===== src/rtl/imem_pkg.sv =====
// Shared types, sizes and opcode legality for the instruction store and loader.
//   ld_state_t     : loader FSM states (LOAD, RUN)
//   NOP_INSTR      : filler instruction (XORI #0)
//   is_legal_instr : opcode legality decode, also used by the core FV harness
package imem_pkg;

    localparam int unsigned INSTR_W = 8;
    localparam int unsigned ADDR_W  = 7;
    localparam int unsigned DEPTH   = 2 ** ADDR_W;
    localparam int unsigned LEN_W   = ADDR_W + 1;

    localparam logic [INSTR_W-1:0] NOP_INSTR = 8'h60;

    typedef enum logic {
        LOAD = 1'b0,
        RUN  = 1'b1
    } ld_state_t;

    // Legal: 00-07, 10-17, 20-27, 40-FF. Everything else below 40 is illegal.
    function automatic logic is_legal_instr(input logic [INSTR_W-1:0] instr);
        logic legal;
        if (instr[7:6] != 2'b00) begin
            legal = 1'b1;
        end else begin
            legal = (instr[3] == 1'b0) && (instr[5:4] != 2'b11);
        end
        return legal;
    endfunction

endpackage


===== src/rtl/imem_loader_if.sv =====
// Byte-stream loader handshake (valid/ready with end-of-program marker).
//   ld_valid : byte valid (master -> slave)
//   ld_data  : instruction byte (master -> slave)
//   ld_last  : final byte of program, qualified by ld_valid (master -> slave)
//   ld_ready : slave can accept a byte (slave -> master)
interface imem_loader_if;
    import imem_pkg::*;

    logic               ld_valid;
    logic [INSTR_W-1:0] ld_data;
    logic               ld_last;
    logic               ld_ready;

    modport master (
        output ld_valid,
        output ld_data,
        output ld_last,
        input  ld_ready
    );

    modport slave (
        input  ld_valid,
        input  ld_data,
        input  ld_last,
        output ld_ready
    );

endinterface


===== src/rtl/imem_store.sv =====
// 128x8 flop-array instruction store: one synchronous write port, one
// combinational read port. Contents are never reset.
//   clk_i   : clock
//   we_i    : write enable
//   waddr_i : write address
//   wdata_i : write data
//   raddr_i : read address
//   rdata_o : read data (combinational)
module imem_store
    import imem_pkg::*;
(
    input  logic               clk_i,
    input  logic               we_i,
    input  logic [ADDR_W-1:0]  waddr_i,
    input  logic [INSTR_W-1:0] wdata_i,
    input  logic [ADDR_W-1:0]  raddr_i,
    output logic [INSTR_W-1:0] rdata_o
);

    logic [INSTR_W-1:0] mem_q [DEPTH];

    // Write port
    always_ff @(posedge clk_i) begin
        if (we_i) begin
            mem_q[waddr_i] <= wdata_i;
        end
    end

    // Zero-latency read: the core samples the instruction in the same cycle it drives PC
    assign rdata_o = mem_q[raddr_i];

endmodule


===== src/rtl/imem_loader.sv =====
// Program store and loader in front of the core. Loads a byte stream into
// the instruction store while holding the core in reset, then releases the
// core and serves instructions combinationally from its PC. Illegal opcodes
// are replaced by NOP on the way in and flagged on err_o.
//   clk_i       : clock
//   rst_i       : synchronous active-high reset
//   ld          : loader byte stream (slave side)
//   reload_i    : single-cycle restart request, honoured only in RUN
//   pc_i        : program counter from the core
//   instr_o     : instruction to the core (combinational from pc_i)
//   core_rstn_o : core reset, low while loading
//   len_o       : number of loaded instructions, 0..128
//   err_o       : sticky, an illegal byte was sanitised in the current load
module imem_loader
    import imem_pkg::*;
(
    input  logic               clk_i,
    input  logic               rst_i,
    imem_loader_if.slave       ld,
    input  logic               reload_i,
    input  logic [ADDR_W-1:0]  pc_i,
    output logic [INSTR_W-1:0] instr_o,
    output logic               core_rstn_o,
    output logic [LEN_W-1:0]   len_o,
    output logic               err_o
);

    ld_state_t          state_q;
    logic [ADDR_W-1:0]  waddr_q;
    logic [ADDR_W-1:0]  waddr_d;
    logic [LEN_W-1:0]   len_q;
    logic [LEN_W-1:0]   len_d;
    logic               err_q;
    logic               core_rstn_q;
    logic               ld_ready_q;

    logic               xfer_c;
    logic               done_c;
    logic               legal_c;
    logic [INSTR_W-1:0] wdata_c;
    logic               in_range_c;
    logic [INSTR_W-1:0] rdata_c;

    // Transfer qualification, sanitising and counter increments
    always_comb begin
        xfer_c  = ld.ld_valid & ld_ready_q & ~rst_i;
        legal_c = is_legal_instr(ld.ld_data);
        wdata_c = legal_c ? ld.ld_data : NOP_INSTR;
        waddr_d = waddr_q + ADDR_W'(1);
        len_d   = len_q + LEN_W'(1);
        // The 128th byte ends the load even without ld_last, so len never exceeds DEPTH
        done_c  = ld.ld_last | (len_q == LEN_W'(DEPTH - 1));
    end

    // Loader FSM; ready and core reset are registered alongside the state
    always_ff @(posedge clk_i) begin
        if (rst_i) begin
            state_q     <= LOAD;
            waddr_q     <= '0;
            len_q       <= '0;
            err_q       <= 1'b0;
            core_rstn_q <= 1'b0;
            ld_ready_q  <= 1'b1;
        end else begin
            case (state_q)
                LOAD: begin
                    if (xfer_c) begin
                        waddr_q <= waddr_d;
                        len_q   <= len_d;
                        if (!legal_c) begin
                            err_q <= 1'b1;
                        end
                        if (done_c) begin
                            state_q     <= RUN;
                            core_rstn_q <= 1'b1;
                            ld_ready_q  <= 1'b0;
                        end
                    end
                end
                RUN: begin
                    if (reload_i) begin
                        state_q     <= LOAD;
                        waddr_q     <= '0;
                        len_q       <= '0;
                        err_q       <= 1'b0;
                        core_rstn_q <= 1'b0;
                        ld_ready_q  <= 1'b1;
                    end
                end
                default: begin
                    state_q <= LOAD;
                end
            endcase
        end
    end

    imem_store u_store (
        .clk_i   (clk_i),
        .we_i    (xfer_c),
        .waddr_i (waddr_q),
        .wdata_i (wdata_c),
        .raddr_i (pc_i),
        .rdata_o (rdata_c)
    );

    // Entries beyond len, and everything while loading, read as NOP
    always_comb begin
        in_range_c = {1'b0, pc_i} < len_q;
        instr_o    = ((state_q == RUN) && in_range_c) ? rdata_c : NOP_INSTR;
    end

    assign ld.ld_ready  = ld_ready_q;
    assign core_rstn_o  = core_rstn_q;
    assign len_o        = len_q;
    assign err_o        = err_q;

endmodule


===== src/flat_wrapper.sv =====
// flat-port wrapper written by rule: the top's interface ports become plain ports
module imem_loader_flat import imem_pkg::*;
  (clk_i, rst_i, reload_i, pc_i, instr_o, core_rstn_o, len_o, err_o, ld_ld_valid, ld_ld_data, ld_ld_last, ld_ld_ready);
  imem_loader_if ld_i ();
  input  logic clk_i;
  input  logic rst_i;
  input  logic reload_i;
  input  logic [ADDR_W-1:0] pc_i;
  output logic [INSTR_W-1:0] instr_o;
  output logic core_rstn_o;
  output logic [LEN_W-1:0] len_o;
  output logic err_o;
  input wire logic [$bits(ld_i.ld_valid)-1:0] ld_ld_valid;
  input wire logic [$bits(ld_i.ld_data)-1:0] ld_ld_data;
  input wire logic [$bits(ld_i.ld_last)-1:0] ld_ld_last;
  output wire logic [$bits(ld_i.ld_ready)-1:0] ld_ld_ready;
  assign ld_i.ld_valid = ld_ld_valid;
  assign ld_i.ld_data = ld_ld_data;
  assign ld_i.ld_last = ld_ld_last;
  assign ld_ld_ready = ld_i.ld_ready;
  imem_loader u_core (.clk_i(clk_i), .rst_i(rst_i), .ld(ld_i), .reload_i(reload_i), .pc_i(pc_i), .instr_o(instr_o), .core_rstn_o(core_rstn_o), .len_o(len_o), .err_o(err_o));
endmodule

===== config.mk =====
export PLATFORM = sky130hd
export DESIGN_NAME = imem_loader_flat
export DESIGN_NICKNAME = d
export VERILOG_FILES = /design/src/rtl/imem_pkg.sv /design/src/rtl/imem_loader_if.sv /design/src/rtl/imem_store.sv /design/src/rtl/imem_loader.sv /design/src/flat_wrapper.sv
export SDC_FILE = /design/constraint.sdc
export NUM_CORES = 1
export LEC_CHECK = 0
export BUFFER_PORTS_ARGS = -buffer_cell sky130_fd_sc_hd__buf_4
export CAP_MARGIN = 20
export CORE_UTILIZATION = 35
export DETAILED_ROUTE_END_ITERATION = 7
export PLACE_DENSITY = 0.6
export SYNTH_ARGS = -nofsm -noshare
export SYNTH_HDL_FRONTEND = slang
export SYNTH_SLANG_ARGS = --single-unit

===== constraint.sdc =====
create_clock -name clk_i -period 7.73 [get_ports clk_i]
set_clock_uncertainty 0.1 [all_clocks]
set_input_delay 1.9325 -clock clk_i [delete_from_list [all_inputs] [get_ports clk_i]]
set_output_delay 1.9325 -clock clk_i [all_outputs]
set_load 0.02 [all_outputs]

Word-level counts from Yosys, hierarchy flattened
Memory sizes are Yosys's and may differ from the RTL's. Index checks and enable logic that the tools add are counted.

Bits in registers: 19. Memory bits (writable): 1024. Bits of input ports: 20. Output and inout bits: 19. Word-level logic and storage cells: 54. Memories: 1.

Memory list: u_core.u_store.mem_q (words 128, width 8, rd ports 1, clocked after memory_dff 0, write ports 1, line imem_store.sv:20) `logic [INSTR_W-1:0] mem_q [DEPTH];`.

Add/sub/neg operators: 2. $lt $le $gt $ge: 1. Equality and inequality tests: 6. Mux-type cells: 26. Bitwise gates (word level): 6. Reductions and logical operators: 6.

Operator list (count): $mux 8 (4); $pmux 8 s2 (1); $mux 1 (14); $mux 7 (2); $pmux 7 s2 (1); $add 8x1->8 const B (1); $eq 8x7->1 const B (1); $lt 7x8->1 (1); $ne 2x2->1 const B (4); $pmux 1 s2 (4); $add 7x1->7 const B (1); $reduce_and 3->1 (2); $not 1->1 (3); $and 1x1->1 (2); $logic_and 1x1->1 (2); $ne 2x1->1 const B (1); $reduce_and 2->1 (1); $reduce_bool 2->1 (1); $or 1x1->1 (1).

Longest topological paths before layout
Depth after elaboration: 6. Depth in mapped cells: 11. Gate-level depth less buffers: 7.

Cells and area by module
A second synthesis with hierarchy kept.

Cell total of the unflattened synthesis: 1783. Area, all modules: 40820.4 sq um.

By module, submodules not included: imem_store (times used 1, cells each 1627, area an instance 39505.4 sq um, seq. area each 30749.5 sq um); imem_loader (times used 1, cells each 156, area an instance 1315.0 sq um, seq. area each 380.4 sq um).

Worst setup path after synthesis
OpenSTA, ideal clock, no wires.

Path kind: input port to flip-flop. Start: in ld_ld_data[5]. End: mem u_core.u_store.mem_q[0][0], data pin. Library setup time: 0.829 ns. Arrival time: 5.329 ns. Data required time: 6.801 ns. Setup slack: 1.471 ns. Stages on the path: 3. Buffers on the path: 0. Path through: a21oi_1 > nor3_1 > nor2b_1.

Cells in the longest elaborated chain, start to end: 4.

Ends and longest elaborated chain: from (decl) (line flat_wrapper.sv:14) `input wire logic [$bits(ld_i.ld_data)-1:0] ld_ld_data;`; $ne 2x2->1 (line imem_pkg.sv:25) `legal = (instr[3] == 1'b0) && (instr[5:4] != 2'b11);`; $logic_and 1x1->1 (line imem_pkg.sv:25); $mux 1 (line imem_pkg.sv:22) `if (instr[7:6] != 2'b00) begin`; $mux 8 (line imem_loader.sv:48) `wdata_c = legal_c ? ld.ld_data : NOP_INSTR;`; named net u_core.u_store.wdata_i[0] (line imem_store.sv:15) `input logic [INSTR_W-1:0] wdata_i,`; to (decl) (line imem_store.sv:20).

The timed path passes the listed nets, and every way through them passes these cells.

Worst setup path in the final report
Start: in pc_i[2]. End: out instr_o[5].

Cells in the longest elaborated chain, start to end: 3. Elaborated cells between the ends (all ways): 4. Those cells by class: 1 x order compare; 1 x mux; 1 x reduce/logical; 1 x memory.

Ends and longest elaborated chain: from (decl) (line flat_wrapper.sv:8) `input logic [ADDR_W-1:0] pc_i;`; parallel branches: the longest is 2 deep, another holds $mem_v2 128x8; $mux 8 * (line imem_loader.sv:109) `instr_o = ((state_q == RUN) && in_range_c) ? rdata_c : NOP_INSTR;`; to (decl) (line flat_wrapper.sv:9) `output logic [INSTR_W-1:0] instr_o;`.

Every way passes the cells marked *.

==> metrics <==
initial standard-cell utilization of the core 35.4%; Synth Register Bits ~1000; leading cell types in the layout, fill and taps excluded sky130_fd_sc_hd__edfxtp_1, sky130_fd_sc_hd__mux4_2, sky130_fd_sc_hd__mux2i_1; post-detailed-routing wire length 103000 µm; post-route ant nets 0; vias after detailed routing about 21000; Die ar. approximately 120000 µm²; Crit path arrival time slightly above 5 ns; depth of the CTS H-tree 3; Detailed Place HPWL between 60000 and 70000 µm; fraction of power spent switching nets a little over a fifth; number of post-CTS setup repair buffers 0; cell repeated most along the worst path sky130_fd_sc_hd__buf_4; slowest stage cell on the critical path sky130_fd_sc_hd__buf_4; largest net degree at the start of global routing just over 80; later-pin clock latency in the skew report 0.69 ns; quantity of I/O buffers inserted on ports 38; endpoint of the worst hold-timing path u_core.core_rstn_o$_SDFFE_PP0P_; GR Util All Layers about 17%; number of buffers inserted during clock tree synthesis 105; placement-stage worst setup slack between 0.6 and 0.7 ns; Resize count post-CTS 0; power share of the sequential group 53.2%; number of sinks driven by the clock tree between 1000 and 1500; Post-Route M1 WL 45200 µm; Worst Setup End Kind primary output; height of the chip 345 µm; Synthesis Warnings 0; crit-path leading delay family buffers and inverters; Setup Total Neg Slack 0 ns; Adder-Cell Fraction of Synth Area less than 1%; cells after synthesis 2106; fraction of the mapped netlist area in compound gates under 10%; dominant combinational cell family by area after synthesis multiplexers; DRC errors left 0; crit path max fanout 35; most common cell after layout, fill and taps aside sky130_fd_sc_hd__edfxtp_1; Mapped Area between 40000 and 50000 µm²; Post-Synth Simple-Gate Area ~3.6%; pins over their slew limit 0; Final Hold Fails 0; number of cells on the worst hold path 1; FF-to-FF End u_core.u_store.mem_q[70][5]$_DFFE_PP_; grt total ovfl 0; length of routed met3 wiring approximately 9000 µm; main flop type after synthesis sky130_fd_sc_hd__edfxtp_1; Core Area 116000 µm²; number of global-route vias before repair 20900; maximum VDD drop 0.200 mV; post-synthesis xor/xnor area fraction less than 1%; Worst R2R Setup Slack roughly 4.3 ns; total power density per cell area 251 nW/µm²; cell taking the most area after synthesis sky130_fd_sc_hd__edfxtp_1; Crit Reg-Reg Startpoint u_core.ld.ld_ready$_SDFFE_PP1P_; period utilisation layout 91.5%; Routed met2 length around 47000 µm; slew at the pin with the worst max-slew slack between 1 and 1.5 ns; DR pass1 iterations 5; root cell of the clock tree sky130_fd_sc_hd__clkbuf_16; final worst setup slack roughly 0.65 ns; Sw Pwr about 0.0026 W; CTS tree yes; floorplan row count around 130; highest clock frequency the design can meet 141 MHz; largest stage delay on the critical path 0.59 ns; RSZ-0062 raised after global routing false; die width 345 µm; violation count after the first detailed-routing iteration ~2400; ratio of cells with drive above 1 in the final layout 21.2%; number of nets produced by synthesis approximately 2100; top layer used by detailed routing met5; leakage ~15 nW; Internal slightly above 0.009 W; biggest area contributors in the synthesized netlist sky130_fd_sc_hd__edfxtp_1, sky130_fd_sc_hd__mux4_2, sky130_fd_sc_hd__mux2i_1; fraction of power consumed by the clock network a little over two fifths; Clock Pin Slew Worst Setup and Hold Paths 0.06 ns; combinational fraction of design power 5.1%; portion of netlist area occupied by mux cells between 10% and 20%; worst setup path class input port to primary output; mean instance size in the synthesized netlist between 15 and 20 µm²; total I/O pin count 39; WHS 0.375 ns; Unique masters post-synth 50; number of hold-repair buffers added at the cts stage 0; number of enable-type register cells in the synthesized netlist ~1000; crit path buf inv count 4; number of antenna violations at the first check in global routing 2; number of endpoints failing setup at the final stage 0; class of the most critical hold timing path flop to flop; area share of the leading cell type in the synthesized netlist between 70% and 80%; sequential element share of the synthesized area roughly 76%; data required time of the critical path roughly 5.7 ns; maximum root-to-sink buffer count 3; Relative slew margins about 30%; cell chain of the critical path buf_6 > buf_4 > buf_4 > mux4_2 > mux2_2 > o21ai_0 > a211oi_1 > a21oi_1 > a22oi_1 > buf_4; minimum period implied by the final worst setup slack between 7 and 8 ns; run status complete, no violations; depth of the most critical reg-to-reg path 4; net count of the finished layout between 2000 and 2500; wire length of the first global-routing pass about 150000 µm; via-per-instance ratio roughly 5.5; max_cap viols 0; fraction of registers with async set or reset after synthesis 0%; antenna diode count 0; final weighted congestion in routability-driven placement 0.833; WL per Instance around 27 µm; crit start category input port; start point of the worst hold path u_core.core_rstn_o$_SDFFE_PP0P_; total power after layout 0.0117 W; Area growth, synth to finish 13.4%; filler cell count in the final layout a little over 10000
## flip-flops by register name (all words and copies together) (netlist names)
signal                cells
u_core.core_rstn_o        1
u_core.err_o              1
u_core.ld.ld_ready        1
u_core.len_o              8
u_core.state_q            1
u_core.u_store.mem_q   1024
u_core.waddr_q            7
## cells by family after synthesis
| kind of cell | after synthesis |
|---|---|
| and+or+nand+nor | 342 |
| adders and majority gates | 8 |
| xor gates and xnor gates | 7 |
| DFF | 1043 |
| muxes | 386 |
| AOI/OAI and AO/OA | 191 |
| buffers and inverters | 129 |
## power groups by stage
stage          Clock, W  Sequential [W]  Combinational, W
3_3_place_gp          0         0.00636          0.000589
6_report        0.00490         0.00624          0.000600
4_1_cts         0.00497         0.00624          0.000601
3_5_place_dp          0         0.00636          0.000600
2_1_floorplan         0         0.00637          0.000363
5_1_grt         0.00521         0.00624          0.000634
## metrics by stage
step	instance area (µm²)	utilization (%)	std cells
after floorplan	41200	-	2106
after global placement	43300	37.2	3606
after detailed placement	43300	37.2	3606
after CTS	46700	40.1	3805
after global routing	46700	40.1	3807
final	46700	40.1	3807
## worst register-to-register path: stages, from the launching register on
cell                       delay (ns)
sky130_fd_sc_hd__dfxtp_1         0.38
sky130_fd_sc_hd__nand3b_1        0.29
sky130_fd_sc_hd__nor2_1          0.33
sky130_fd_sc_hd__nand3_2         0.81
sky130_fd_sc_hd__nor2_1          1.15
## synth_stat cells, drive strengths merged (5+ instances only)
master / number
or2: 5
a221oi: 9
ha: 8
o21a: 5
mux2: 28
clkbuf: 42
o221ai: 6
a31oi: 9
nor2: 160
a32o: 6
a211oi: 16
a22oi: 40
o211ai: 21
inv: 10
a21oi: 37
buf: 77
nor2b: 26
mux2i: 166
nand3: 36
edfxtp: 1024
o21ai: 15
mux4: 192
dfxtp: 19
nand4: 8
nand2: 87
## final cells by class
type	count	area, µm²	area share [%]
multi-input cells	934	9380	20.1
clock inverters	68	578	1.24
clock buffers	131	2770	5.93
flip-flops and latches	1043	31100	66.7
repair buffers	97	895	1.92
well taps	1524	1910	4.08
inverters	10	37.5	0.0804
## metal layers
metal	vias up	GRT usage, %
li1	8766	-
met2	963	25.9
met5	-	0
met4	5	4.39
met3	155	3.87
met1	11100	25.0
## worst max path at each step
stage	startpoint	endpoint	slack [ns]	cells past startpoint
global route	pc_i[0]	instr_o[0]	0.49	9
floorplan	ld_ld_data[5]	u_core.u_store.mem_q[0][0]$_DFFE_PP_	1.47	3
detailed placement	pc_i[0]	instr_o[0]	0.66	9
finish	pc_i[2]	instr_o[5]	0.65	10
global placement	pc_i[2]	instr_o[5]	0.67	10
CTS	pc_i[0]	instr_o[0]	0.65	9
Power figures use the tool's default switching activity.
